==> src/rtl/mux_161_rr_arbiter_pkg.sv <==
// Shared constants for the 16:1 round-robin mux arbiter: sizes, state codes, helpers.
package mux_161_rr_arbiter_pkg;

    localparam int ARB_N    = 16;
    localparam int ARB_SELW = 4;

    localparam logic [0:0] IDLE  = 1'b0;
    localparam logic [0:0] GRANT = 1'b1;

    function automatic logic [ARB_N-1:0] onehot16(input logic [ARB_SELW-1:0] idx);
        onehot16 = 16'h0001 << idx;
    endfunction

endpackage

==> src/rtl/mux_161_rr_arbiter_if.sv <==
// Requester-side bundle of the shared mux: requests, data bits, grant and steered output.
interface mux_161_rr_arbiter_if;
    import mux_161_rr_arbiter_pkg::*;

    logic [ARB_N-1:0]    req;
    logic [ARB_N-1:0]    data_i;
    logic [ARB_N-1:0]    gnt;
    logic [ARB_SELW-1:0] sel;
    logic                busy;
    logic                data_o;

    modport master (output req, data_i, input gnt, sel, busy, data_o);
    modport slave  (input req, data_i, output gnt, sel, busy, data_o);

endinterface

==> src/rtl/mux_161_rr_arbiter_pick.sv <==
// Combinational round-robin pick: first eligible request at or above start, wrapping past 15.
module rr_pick16 (
    input  logic [15:0] req,
    input  logic [15:0] mask,
    input  logic [3:0]  start,
    output logic        found,
    output logic [3:0]  idx
);

    logic [15:0] eligible;
    logic [15:0] rotated;
    logic [3:0]  offset;

    assign eligible = req & ~mask;
    // shift by 16 when start==0 yields zero, leaving the plain right-shift term
    assign rotated  = (eligible >> start) | (eligible << (5'd16 - {1'b0, start}));

    always_comb begin
        offset = '0;
        for (int i = 15; i >= 0; i--) begin
            if (rotated[i]) offset = 4'(i);
        end
    end

    assign found = |eligible;
    assign idx   = offset + start;

endmodule

==> src/rtl/mux_161_rr_arbiter.sv <==
// Round-robin owner sequencer for a shared 16:1 one-bit mux with bounded burst length.
//   state | meaning
//   IDLE  | no owner; grant first request after the last owner
//   GRANT | sel owns the mux; release on req drop or burst limit
module mux_161_rr_arbiter
    import mux_161_rr_arbiter_pkg::*;
#(
    parameter int MAX_BURST = 8
) (
    input  logic                  clk,
    input  logic                  rst,
    mux_161_rr_arbiter_if.slave   bus
);

    localparam logic [7:0] BURST_LIMIT = 8'(MAX_BURST);

    logic [0:0]          state;
    logic [7:0]          cnt;
    logic [ARB_SELW-1:0] last;
    logic [ARB_N-1:0]    gnt_r;
    logic [ARB_SELW-1:0] sel_r;
    logic                busy_r;

    logic                in_grant;
    logic                release_own;
    logic [ARB_N-1:0]    pick_mask;
    logic [ARB_SELW-1:0] pick_start;
    logic [ARB_SELW-1:0] pick_idx;
    logic                pick_found;

    assign in_grant    = (state == GRANT);
    assign release_own = in_grant && (!bus.req[sel_r] || cnt == BURST_LIMIT);
    // while owning, the owner is masked and the scan begins just above it
    assign pick_mask   = in_grant ? onehot16(sel_r) : '0;
    assign pick_start  = in_grant ? sel_r + 4'd1 : last + 4'd1;

    rr_pick16 u_pick (
        .req   (bus.req),
        .mask  (pick_mask),
        .start (pick_start),
        .found (pick_found),
        .idx   (pick_idx)
    );

    always_ff @(posedge clk or posedge rst) begin
        if (rst) begin
            state  <= IDLE;
            cnt    <= '0;
            last   <= 4'd15;
            gnt_r  <= '0;
            sel_r  <= '0;
            busy_r <= 1'b0;
        end else if (!in_grant) begin
            if (pick_found) begin
                state  <= GRANT;
                gnt_r  <= onehot16(pick_idx);
                sel_r  <= pick_idx;
                busy_r <= 1'b1;
                cnt    <= 8'd1;
            end
        end else if (release_own) begin
            last <= sel_r;
            if (pick_found) begin
                gnt_r <= onehot16(pick_idx);
                sel_r <= pick_idx;
                cnt   <= 8'd1;
            end else if (bus.req[sel_r]) begin
                cnt <= 8'd1;
            end else begin
                state  <= IDLE;
                gnt_r  <= '0;
                busy_r <= 1'b0;
                cnt    <= '0;
            end
        end else begin
            cnt <= cnt + 8'd1;
        end
    end

    assign bus.gnt    = gnt_r;
    assign bus.sel    = sel_r;
    assign bus.busy   = busy_r;
    assign bus.data_o = bus.data_i[sel_r] & busy_r;

endmodule

==> src/flat_wrapper.sv <==
// flat-port wrapper written by rule: the top's interface ports become plain ports
module mux_161_rr_arbiter_flat import mux_161_rr_arbiter_pkg::*;
#(
    parameter int MAX_BURST = 8
)
  (clk, rst, bus_req, bus_data_i, bus_gnt, bus_sel, bus_busy, bus_data_o);
  mux_161_rr_arbiter_if bus_i ();
  input  logic clk;
  input  logic rst;
  input wire logic [$bits(bus_i.req)-1:0] bus_req;
  input wire logic [$bits(bus_i.data_i)-1:0] bus_data_i;
  output wire logic [$bits(bus_i.gnt)-1:0] bus_gnt;
  output wire logic [$bits(bus_i.sel)-1:0] bus_sel;
  output wire logic [$bits(bus_i.busy)-1:0] bus_busy;
  output wire logic [$bits(bus_i.data_o)-1:0] bus_data_o;
  assign bus_i.req = bus_req;
  assign bus_i.data_i = bus_data_i;
  assign bus_gnt = bus_i.gnt;
  assign bus_sel = bus_i.sel;
  assign bus_busy = bus_i.busy;
  assign bus_data_o = bus_i.data_o;
  mux_161_rr_arbiter #(.MAX_BURST(MAX_BURST)) u_core (.clk(clk), .rst(rst), .bus(bus_i));
endmodule
==> config.mk <==
export PLATFORM = sky130hd
export DESIGN_NAME = mux_161_rr_arbiter_flat
export DESIGN_NICKNAME = d
export VERILOG_FILES = /design/src/rtl/mux_161_rr_arbiter_pkg.sv /design/src/rtl/mux_161_rr_arbiter_if.sv /design/src/rtl/mux_161_rr_arbiter_pick.sv /design/src/rtl/mux_161_rr_arbiter.sv /design/src/flat_wrapper.sv
export SDC_FILE = /design/constraint.sdc
export NUM_CORES = 1
export LEC_CHECK = 0
export ABC_AREA = 1
export ABC_CLOCK_PERIOD_IN_PS = 16100
export CELL_PAD_IN_SITES_DETAIL_PLACEMENT = 0
export CELL_PAD_IN_SITES_GLOBAL_PLACEMENT = 1
export CORE_ASPECT_RATIO = 1.75
export CORE_UTILIZATION = 42
export DETAILED_ROUTE_END_ITERATION = 10
export PLACE_DENSITY_LB_ADDON = 0.08
export SYNTH_ARGS = -nofsm -noshare
export SYNTH_HDL_FRONTEND = slang
export SYNTH_HIERARCHICAL = 1
export SYNTH_SLANG_ARGS = --single-unit
==> constraint.sdc <==
create_clock -name clk -period 16.1 [get_ports clk]
set_clock_uncertainty 0.05 [all_clocks]
set_input_delay 4.83 -clock clk [delete_from_list [all_inputs] [get_ports clk]]
set_output_delay 4.83 -clock clk [all_outputs]
set_load 0.01 [all_outputs]
==> results of run 1 <==
through the flow:
step	hold WS, ns	setup WS, ns	instance area (um^2)	std cells
2_1_floorplan	0.4177	5.792	4014	655
3_3_place_gp	0.4068	4.837	4531	807
3_5_place_dp	0.4073	4.810	4531	807
4_1_cts	0.4209	4.814	4678	815
5_1_grt	0.4427	4.615	4678	815
6_report	0.4174	4.775	4678	815
worst max-delay path, delay by kind of cell:
kind,cells,cell delay (ns)
buffers and inverters,3,1.12
AO/OA/AOI/OAI,3,0.34
AND/OR/NAND/NOR,2,0.16
synthesized netlist by cell type, types with 2 or more instances:
master    count
clkbuf_1      8
inv_2         7
nor2_1       55
o21ai_0      35
nor4_1        3
dfstp_2       4
xnor2_1       3
nand2_4       3
nor3_1        6
nand3_2      22
a21oi_2       2
nand3_4       2
buf_4         5
a21oi_1      12
a22oi_1       4
nand2_1     243
buf_2         4
o21ai_1       9
o22ai_2       6
nand2_2       3
dfrtp_1      30
buf_12        2
xor2_1        8
a31oi_1       6
o211ai_1      8
nand4_1      13
nand3_1      69
o31ai_1       2
and2_1        2
buf_6         6
ha_1          7
inv_1        51
layout make-up:
type                    instances  area [um^2]
clock buffers                   7        142.6
clock inverters                 1        5.005
fillers                       948         4473
inverters                      61        232.7
multi-input cells             533         2711
flip-flops and latches         34        855.8
well taps                     120        150.1
repair buffers                 59        580.6
logic make-up after synthesis:
group / after synthesis / synth area share (%)
buf+inv: 88 / 11.13
simple gates: 423 / 48.04
compound gates: 90 / 14.03
flops: 34 / 21.32
fa+ha+maj: 8 / 2.681
xor+xnor: 12 / 2.806
state kept, by name, summed over array words and instances (netlist names):
signal	count
u_core/bus.gnt	16
u_core/bus.busy	1
u_core/cnt	8
u_core/in_grant	1
u_core/bus.sel	4
u_core/last	4
final timing paths:
kind | end | slack [ns] | depth (start not counted)
max reg2reg | u_core/bus.gnt[1] | 9.01 | 35
max in group asynchronous | u_core/last[0] | 10.77 | 3
min in group asynchronous | u_core/bus.gnt[7] | 4.90 | 3
max | bus_data_o | 4.77 | 8
min | u_core/bus.gnt[4] | 0.42 | 2
min reg2reg | u_core/bus.gnt[4] | 0.42 | 2
routing by layer:
layer | vias up | share of wire (%)
met5 | - | 0
met4 | 0 | 6.6
met3 | 50 | 2.8
met2 | 118 | 55
met1 | 2088 | 36
li1 | 2232 | -
==> impl_metrics.py, run 1 <==
metrics = {
    "yosys": {
        "syn_area_um2": 4014,
        "synth_edf_count": 0,
        "synth_area_leaders": "nand2_1, dfrtp_1, nand3_1",
        "synth_top_area_share_pct": 22.72,
        "async_flop_share_pct": 100.0,
        "syn_inst": 655,
        "yosys.area.top_type": "nand2_1",
        "synth_top_flop_cell": "dfrtp_1",
        "syn_avg_cell_area_um2": 6.128,
        "synth_nets": 697,
        "synth-seq-cells": 34,
        "synth_warnings": 6,
        "ys_seq_area_share_pct": 21.32,
        "ys_types": 47,
    },
    "routing": {
        "wl_per_cell_um": 16.63,
        "vias": 4488,
        "drtIter0Drc": 228,
        "dr.pass1.iters": 5,
        "drt-total-wl_um": 13560,
        "vias_per_cell": 5.507,
        "antenna_left": 0,
        "post-route-drc-count": 0,
    },
    "grt": {
        "track_usage_pct": 27.80,
        "grtUsageMet1_pct": 26.76,
        "grt_pass1_wl_um": 21870,
        "globalRouteOverflowTotal": 0,
        "top_usage_layer": "met2",
        "first_global_vias": 4607,
        "antenna_found_initial": 0,
        "grt_start_max_net_pins": 35,
        "met2_usage_pct": 53.48,
        "met3_usage_pct": 2.222,
    },
    "placed_design": {
        "io_buffers": 55,
        "dp_hpwl_um": 10850,
        "gp_congestion": 0.9594,
    },
    "sta": {
        "min_period_ns": 11.33,
        "rsz0062_at_grt": "false",
        "relSlewSlack_pct": 51.94,
        "final_hold_viol_count": 0,
        "worst_pin_slew_ns": 0.7203,
        "clock.fmax_mhz": 88.30,
        "setup_tns_ns": 0,
        "setup_viol": 0,
        "maxSlewViolCount": 0,
        "fin_crit_sh_pct": 70.34,
    },
    "finish": {
        "mostFrequentLayoutCell": "nand2_1",
        "final_cell_mix": "nand2_1, nand3_1, clkdlybuf4s50_1, nor2_1, inv_1",
        "layout.nets": 736,
        "final_util_pct": 51.12,
        "diodes": 0,
        "drive_gt1_share_pct": 9.209,
        "areaGrowthSynthToFinish_pct": 16.55,
    },
    "critical_path": {
        "path_max_fanout": 1,
        "startpoint_type": "input port",
        "slowest_stage": "clkdlybuf4s50_1",
        "critical_path_arrival_ns": 6.45,
        "crit_type": "input port to primary output",
        "critPathLaunch": "bus_data_i[4]",
        "worst_setup_path_end_kind": "primary output",
        "path_cells": "clkdlybuf4s50_1 > nand2_1 > nand4_1 > o21ai_0 > inv_1 > o21ai_0 > a21boi_0 > clkdlybuf4s50_1",
        "critPathRequiredTime_ns": 11.22,
        "regToRegStartpoint": "u_core/bus.sel[0]",
        "slowest_delay_ns": 0.58,
    },
    "die": {
        "die_h_um": 131.3,
        "io_pins": 56,
        "dieArea_um2": 9967,
        "start_util_pct": 43.86,
        "core_area_um2": 9151,
        "chipWidth_um": 75.90,
        "rows": 46,
    },
    "clock_network": {
        "hold_buffers": 0,
        "htreeDepth": 2,
        "path_clk_slew_ns": 0.05,
        "worstSkewPairLatency_ns": 0.28,
        "numClockSinks": 34,
        "cts_buffers": 5,
        "clock_path_buffers": 2,
        "tritoncts": "done",
        "root_buffer": "clkbuf_16",
        "cts_resized": 0,
        "post_cts_buffers": 0,
    },
    "job": {
        "cap_violations": 0,
    },
    "min_path": {
        "hp-start": "u_core/bus.gnt[4]",
        "hold_path.class": "flip-flop to flip-flop",
    },
    "outcome": {
        "outcome": "finished clean",
    },
}
Power of run 1 is left out: the tool's default activity adds up to more than one toggle a clock period on the data nets, which glitch-free logic cannot reach.
==> run 2: changes to the inputs <==
Settings changed: ABC_CLOCK_PERIOD_IN_PS 16100 to 10200, CORE_UTILIZATION 42 to 35.
Clock period 16.1 ns to 10.2 ns, I/O delays scaled along.
==> impl_metrics.py, run 2 (synthesis gave the netlist of run 1 again) <==
metrics = {
    "outcome": {
        "outcome": "finished clean",
    },
    "clock_network": {
        "hold_buffers": 0,
        "post_cts_buffers": 0,
        "clock_path_buffers": 2,
        "cts_buffers": 5,
        "root_buffer": "clkbuf_16",
        "htreeDepth": 2,
        "path_clk_slew_ns": 0.05,
        "numClockSinks": 34,
        "tritoncts": "done",
        "cts_resized": 0,
        "worstSkewPairLatency_ns": 0.28,
    },
    "critical_path": {
        "regToRegStartpoint": "u_core/bus.sel[0]",
        "path_max_fanout": 1,
        "startpoint_type": "input port",
        "worst-r2r-setup-slack_ns": 3.13,
        "slowest_stage": "clkdlybuf4s50_1",
        "critical_path_arrival_ns": 4.64,
        "critPathRequiredTime_ns": 7.09,
        "slowest_delay_ns": 0.57,
        "worst_setup_path_end_kind": "primary output",
        "rr_endpoint": "u_core/bus.gnt[1]",
        "crit_type": "input port to primary output",
        "path_cells": "clkdlybuf4s50_1 > nand2_1 > nand4_1 > o21ai_0 > inv_1 > o21ai_0 > a21boi_0 > clkdlybuf4s50_1",
        "r2r_cells": 36,
    },
    "die": {
        "io_pins": 56,
        "die_h_um": 143.7,
        "core_area_um2": 11170,
        "rows": 51,
        "dieArea_um2": 11920,
        "start_util_pct": 35.94,
        "chipWidth_um": 82.95,
    },
    "sta": {
        "min_period_ns": 7.745,
        "fin_crit_sh_pct": 75.93,
        "maxSlewViolCount": 0,
        "setup_viol": 0,
        "setup_tns_ns": 0,
        "worst_pin_slew_ns": 0.7132,
        "final_hold_viol_count": 0,
        "clock.fmax_mhz": 129.1,
        "relSlewSlack_pct": 52.41,
        "rsz0062_at_grt": "false",
    },
    "min_path": {
        "min_to": "u_core/bus.gnt[8]",
        "hold_path.class": "flip-flop to flip-flop",
        "hp-start": "u_core/bus.gnt[8]",
        "worstHoldPathCells": 2,
    },
    "finish": {
        "areaGrowthSynthToFinish_pct": 18.20,
        "diodes": 0,
        "drive_gt1_share_pct": 9.353,
        "mostFrequentLayoutCell": "nand2_1",
        "largest_reg_flops": 16,
        "final_cell_mix": "nand2_1, nand3_1, clkdlybuf4s50_1, nor2_1, inv_1",
        "layout.nets": 736,
    },
    "routing": {
        "post-route-drc-count": 0,
        "vias": 4500,
        "antenna_left": 0,
        "vias_per_cell": 5.441,
        "dr.pass1.iters": 5,
        "wl_per_cell_um": 16.85,
        "drtIter0Drc": 204,
        "drt-total-wl_um": 13940,
    },
    "placed_design": {
        "dp_hpwl_um": 11300,
        "gp_congestion": 0.8951,
        "io_buffers": 55,
    },
    "grt": {
        "first_global_vias": 4534,
        "antenna_found_initial": 0,
        "globalRouteOverflowTotal": 0,
        "grt_pass1_wl_um": 22770,
        "track_usage_pct": 24.14,
        "grt_start_max_net_pins": 35,
    },
    "job": {
        "cap_violations": 0,
    },
}
[run 2: critical path, delay by kind of cell]
family	cells	cell delay (ns)
buf+inv	3	1.08
compound gates	3	0.32
simple gates	2	0.17
[run 2: final cells by class]
type	count	area, um^2
Sequential cell	34	855.8
Multi-Input combinational cell	533	2711
Clock buffer	6	138.9
Tap cell	132	165.2
Timing Repair Buffer	59	580.6
Inverter	61	232.7
Fill cell	1215	6422
Clock inverter	2	60.06
[run 2: per-stage QoR]
| step | std cells | hold WS, ns | setup slack [ns] | instance area (um^2) | util [%] |
|---|---|---|---|---|---|
| finish | 827 | 0.4169 | 2.455 | 4745 | 42.49 |
| global route | 827 | 0.4436 | 2.372 | 4745 | 42.49 |
| CTS | 827 | 0.4224 | 2.441 | 4745 | 42.49 |
| detailed placement | 819 | 0.4080 | 2.447 | 4546 | 40.71 |
| global placement | 819 | 0.4068 | 2.461 | 4546 | 40.71 |
| floorplan | 655 | 0.4177 | 3.432 | 4014 | - |
[run 2: how the worst max path moves through the flow]
| stage | slack, ns | endpoint | startpoint |
|---|---|---|---|
| final | 2.45 | bus_data_o | bus_data_i[4] |
| after global routing | 2.37 | bus_data_o | bus_data_i[4] |
| after CTS | 2.44 | bus_data_o | bus_data_i[4] |
| after global placement | 2.46 | bus_data_o | bus_data_i[4] |
| after detailed placement | 2.45 | bus_data_o | bus_data_i[4] |
| after floorplan | 3.43 | bus_data_o | bus_data_i[4] |
[run 2: routing by layer]
metal / up-vias / global-route usage, % / share of wire (%)
li1: 2223 / - / -
met3: 46 / 2.470 / 2.6
met5: - / 0 / 0
met2: 109 / 47.84 / 55
met4: 0 / 16.15 / 6.4
met1: 2122 / 23.13 / 36
Power of run 2 is left out for the same reason.
==> run 3: changes to the inputs <==
Settings changed: ABC_CLOCK_PERIOD_IN_PS 10200 to 7600, CORE_UTILIZATION 35 to 39.
Clock period 10.2 ns to 7.6 ns, I/O delays scaled along.
==> impl_metrics.py, run 3 (synthesis gave the netlist of run 1 again) <==
metrics = {
    "outcome": {
        "outcome": "finished clean",
    },
    "critical_path": {
        "critPathRequiredTime_ns": 5.27,
        "rr_endpoint": "u_core/bus.gnt[15]",
        "crit_type": "input port to primary output",
        "path_max_fanout": 1,
        "worst_setup_path_end_kind": "primary output",
        "startpoint_type": "input port",
        "r2r_cells": 31,
        "worst-r2r-setup-slack_ns": 1.38,
        "critical_path_arrival_ns": 3.91,
        "regToRegStartpoint": "u_core/bus.sel[0]",
    },
    "min_path": {
        "hp-start": "u_core/bus.gnt[4]",
        "hold_path.class": "flip-flop to flip-flop",
        "worstHoldPathCells": 2,
        "min_to": "u_core/bus.gnt[4]",
    },
    "clock_network": {
        "tritoncts": "done",
        "worstSkewPairLatency_ns": 0.28,
        "clock_path_buffers": 2,
        "cts_buffers": 5,
        "root_buffer": "clkbuf_16",
        "numClockSinks": 34,
        "htreeDepth": 2,
        "path_clk_slew_ns": 0.05,
        "hold_buffers": 0,
        "cts_resized": 0,
        "post_cts_buffers": 0,
    },
    "die": {
        "io_pins": 56,
        "chipWidth_um": 78.69,
        "die_h_um": 136.2,
        "rows": 48,
        "dieArea_um2": 10720,
        "core_area_um2": 9910,
        "start_util_pct": 40.51,
    },
    "routing": {
        "drt-total-wl_um": 14280,
        "antenna_left": 0,
        "post-route-drc-count": 0,
        "dr.pass1.iters": 5,
        "vias": 4583,
        "wl_per_cell_um": 17.29,
        "drtIter0Drc": 254,
        "vias_per_cell": 5.548,
    },
    "sta": {
        "worst_pin_slew_ns": 0.7662,
        "min_period_ns": 6.236,
        "final_hold_viol_count": 0,
        "setup_viol": 0,
        "maxSlewViolCount": 0,
        "setup_tns_ns": 0,
        "rsz0062_at_grt": "false",
        "relSlewSlack_pct": 48.87,
        "fin_crit_sh_pct": 82.05,
        "clock.fmax_mhz": 160.4,
    },
    "placed_design": {
        "io_buffers": 55,
        "dp_hpwl_um": 11250,
        "gp_congestion": 0.9382,
    },
    "finish": {
        "areaGrowthSynthToFinish_pct": 18.45,
        "diodes": 0,
        "mostFrequentLayoutCell": "nand2_1",
        "layout.nets": 742,
        "largest_reg_flops": 16,
        "drive_gt1_share_pct": 9.986,
        "final_cell_mix": "nand2_1, nand3_1, clkdlybuf4s50_1, nor2_1, inv_1",
    },
    "grt": {
        "antenna_found_initial": 0,
        "globalRouteOverflowTotal": 0,
        "grt_pass1_wl_um": 23070,
        "first_global_vias": 4608,
        "track_usage_pct": 28.08,
        "grt_start_max_net_pins": 35,
    },
    "job": {
        "cap_violations": 0,
    },
}
[run 3: worst max-delay path, cell delays in order]
cell and delay [ns]:
clkdlybuf4s50_1 0.46, nand2_1 0.05, nand4_1 0.11, o21ai_0 0.08, inv_1 0.06, o21ai_0 0.07
a21boi_0 0.23, clkdlybuf4s50_1 0.57
[run 3: worst max-delay path by stage]
stage / start / slack (ns) / end / cells after the start
after floorplan: bus_data_i[4] / 2.39 / bus_data_o / 6
after global placement: bus_req[6] / 1.28 / u_core/bus.gnt[14] / 19
after detailed placement: bus_data_i[6] / 1.32 / bus_data_o / 8
after CTS: bus_data_i[6] / 1.31 / bus_data_o / 8
after global routing: u_core/bus.sel[0] / 0.86 / u_core/bus.gnt[8] / 39
final: bus_data_i[6] / 1.36 / bus_data_o / 8
[run 3: area by class of cell]
cell class	instances	area [um^2]
fillers	1080	5155
multi-input cells	533	2711
flip-flops and latches	34	855.8
repair buffers	65	625.6
inverters	61	232.7
well taps	125	156.4
clock buffers	7	142.6
clock inverters	1	30.03
[run 3: through the flow]
step | setup WS [ns] | util, % | cell area [um^2] | cells | hold slack (ns)
final | 1.364 | 47.98 | 4755 | 826 | 0.4232
after global routing | 0.8597 | 47.98 | 4755 | 826 | 0.4356
after CTS | 1.315 | 47.98 | 4755 | 826 | 0.4279
after detailed placement | 1.320 | 46.24 | 4582 | 818 | 0.4130
after global placement | 1.276 | 46.24 | 4582 | 818 | 0.4091
after floorplan | 2.392 | - | 4014 | 655 | 0.4177
[run 3: metal layers]
layer | track usage [%] | wire, um | vias up
li1 | - | - | 2243
met1 | 27.81 | 5178 | 2167
met2 | 53.53 | 7831 | 120
met3 | 3.490 | 445 | 53
met4 | 18.00 | 829 | 0
met5 | 0 | 0 | -
Power of run 3 is left out for the same reason.
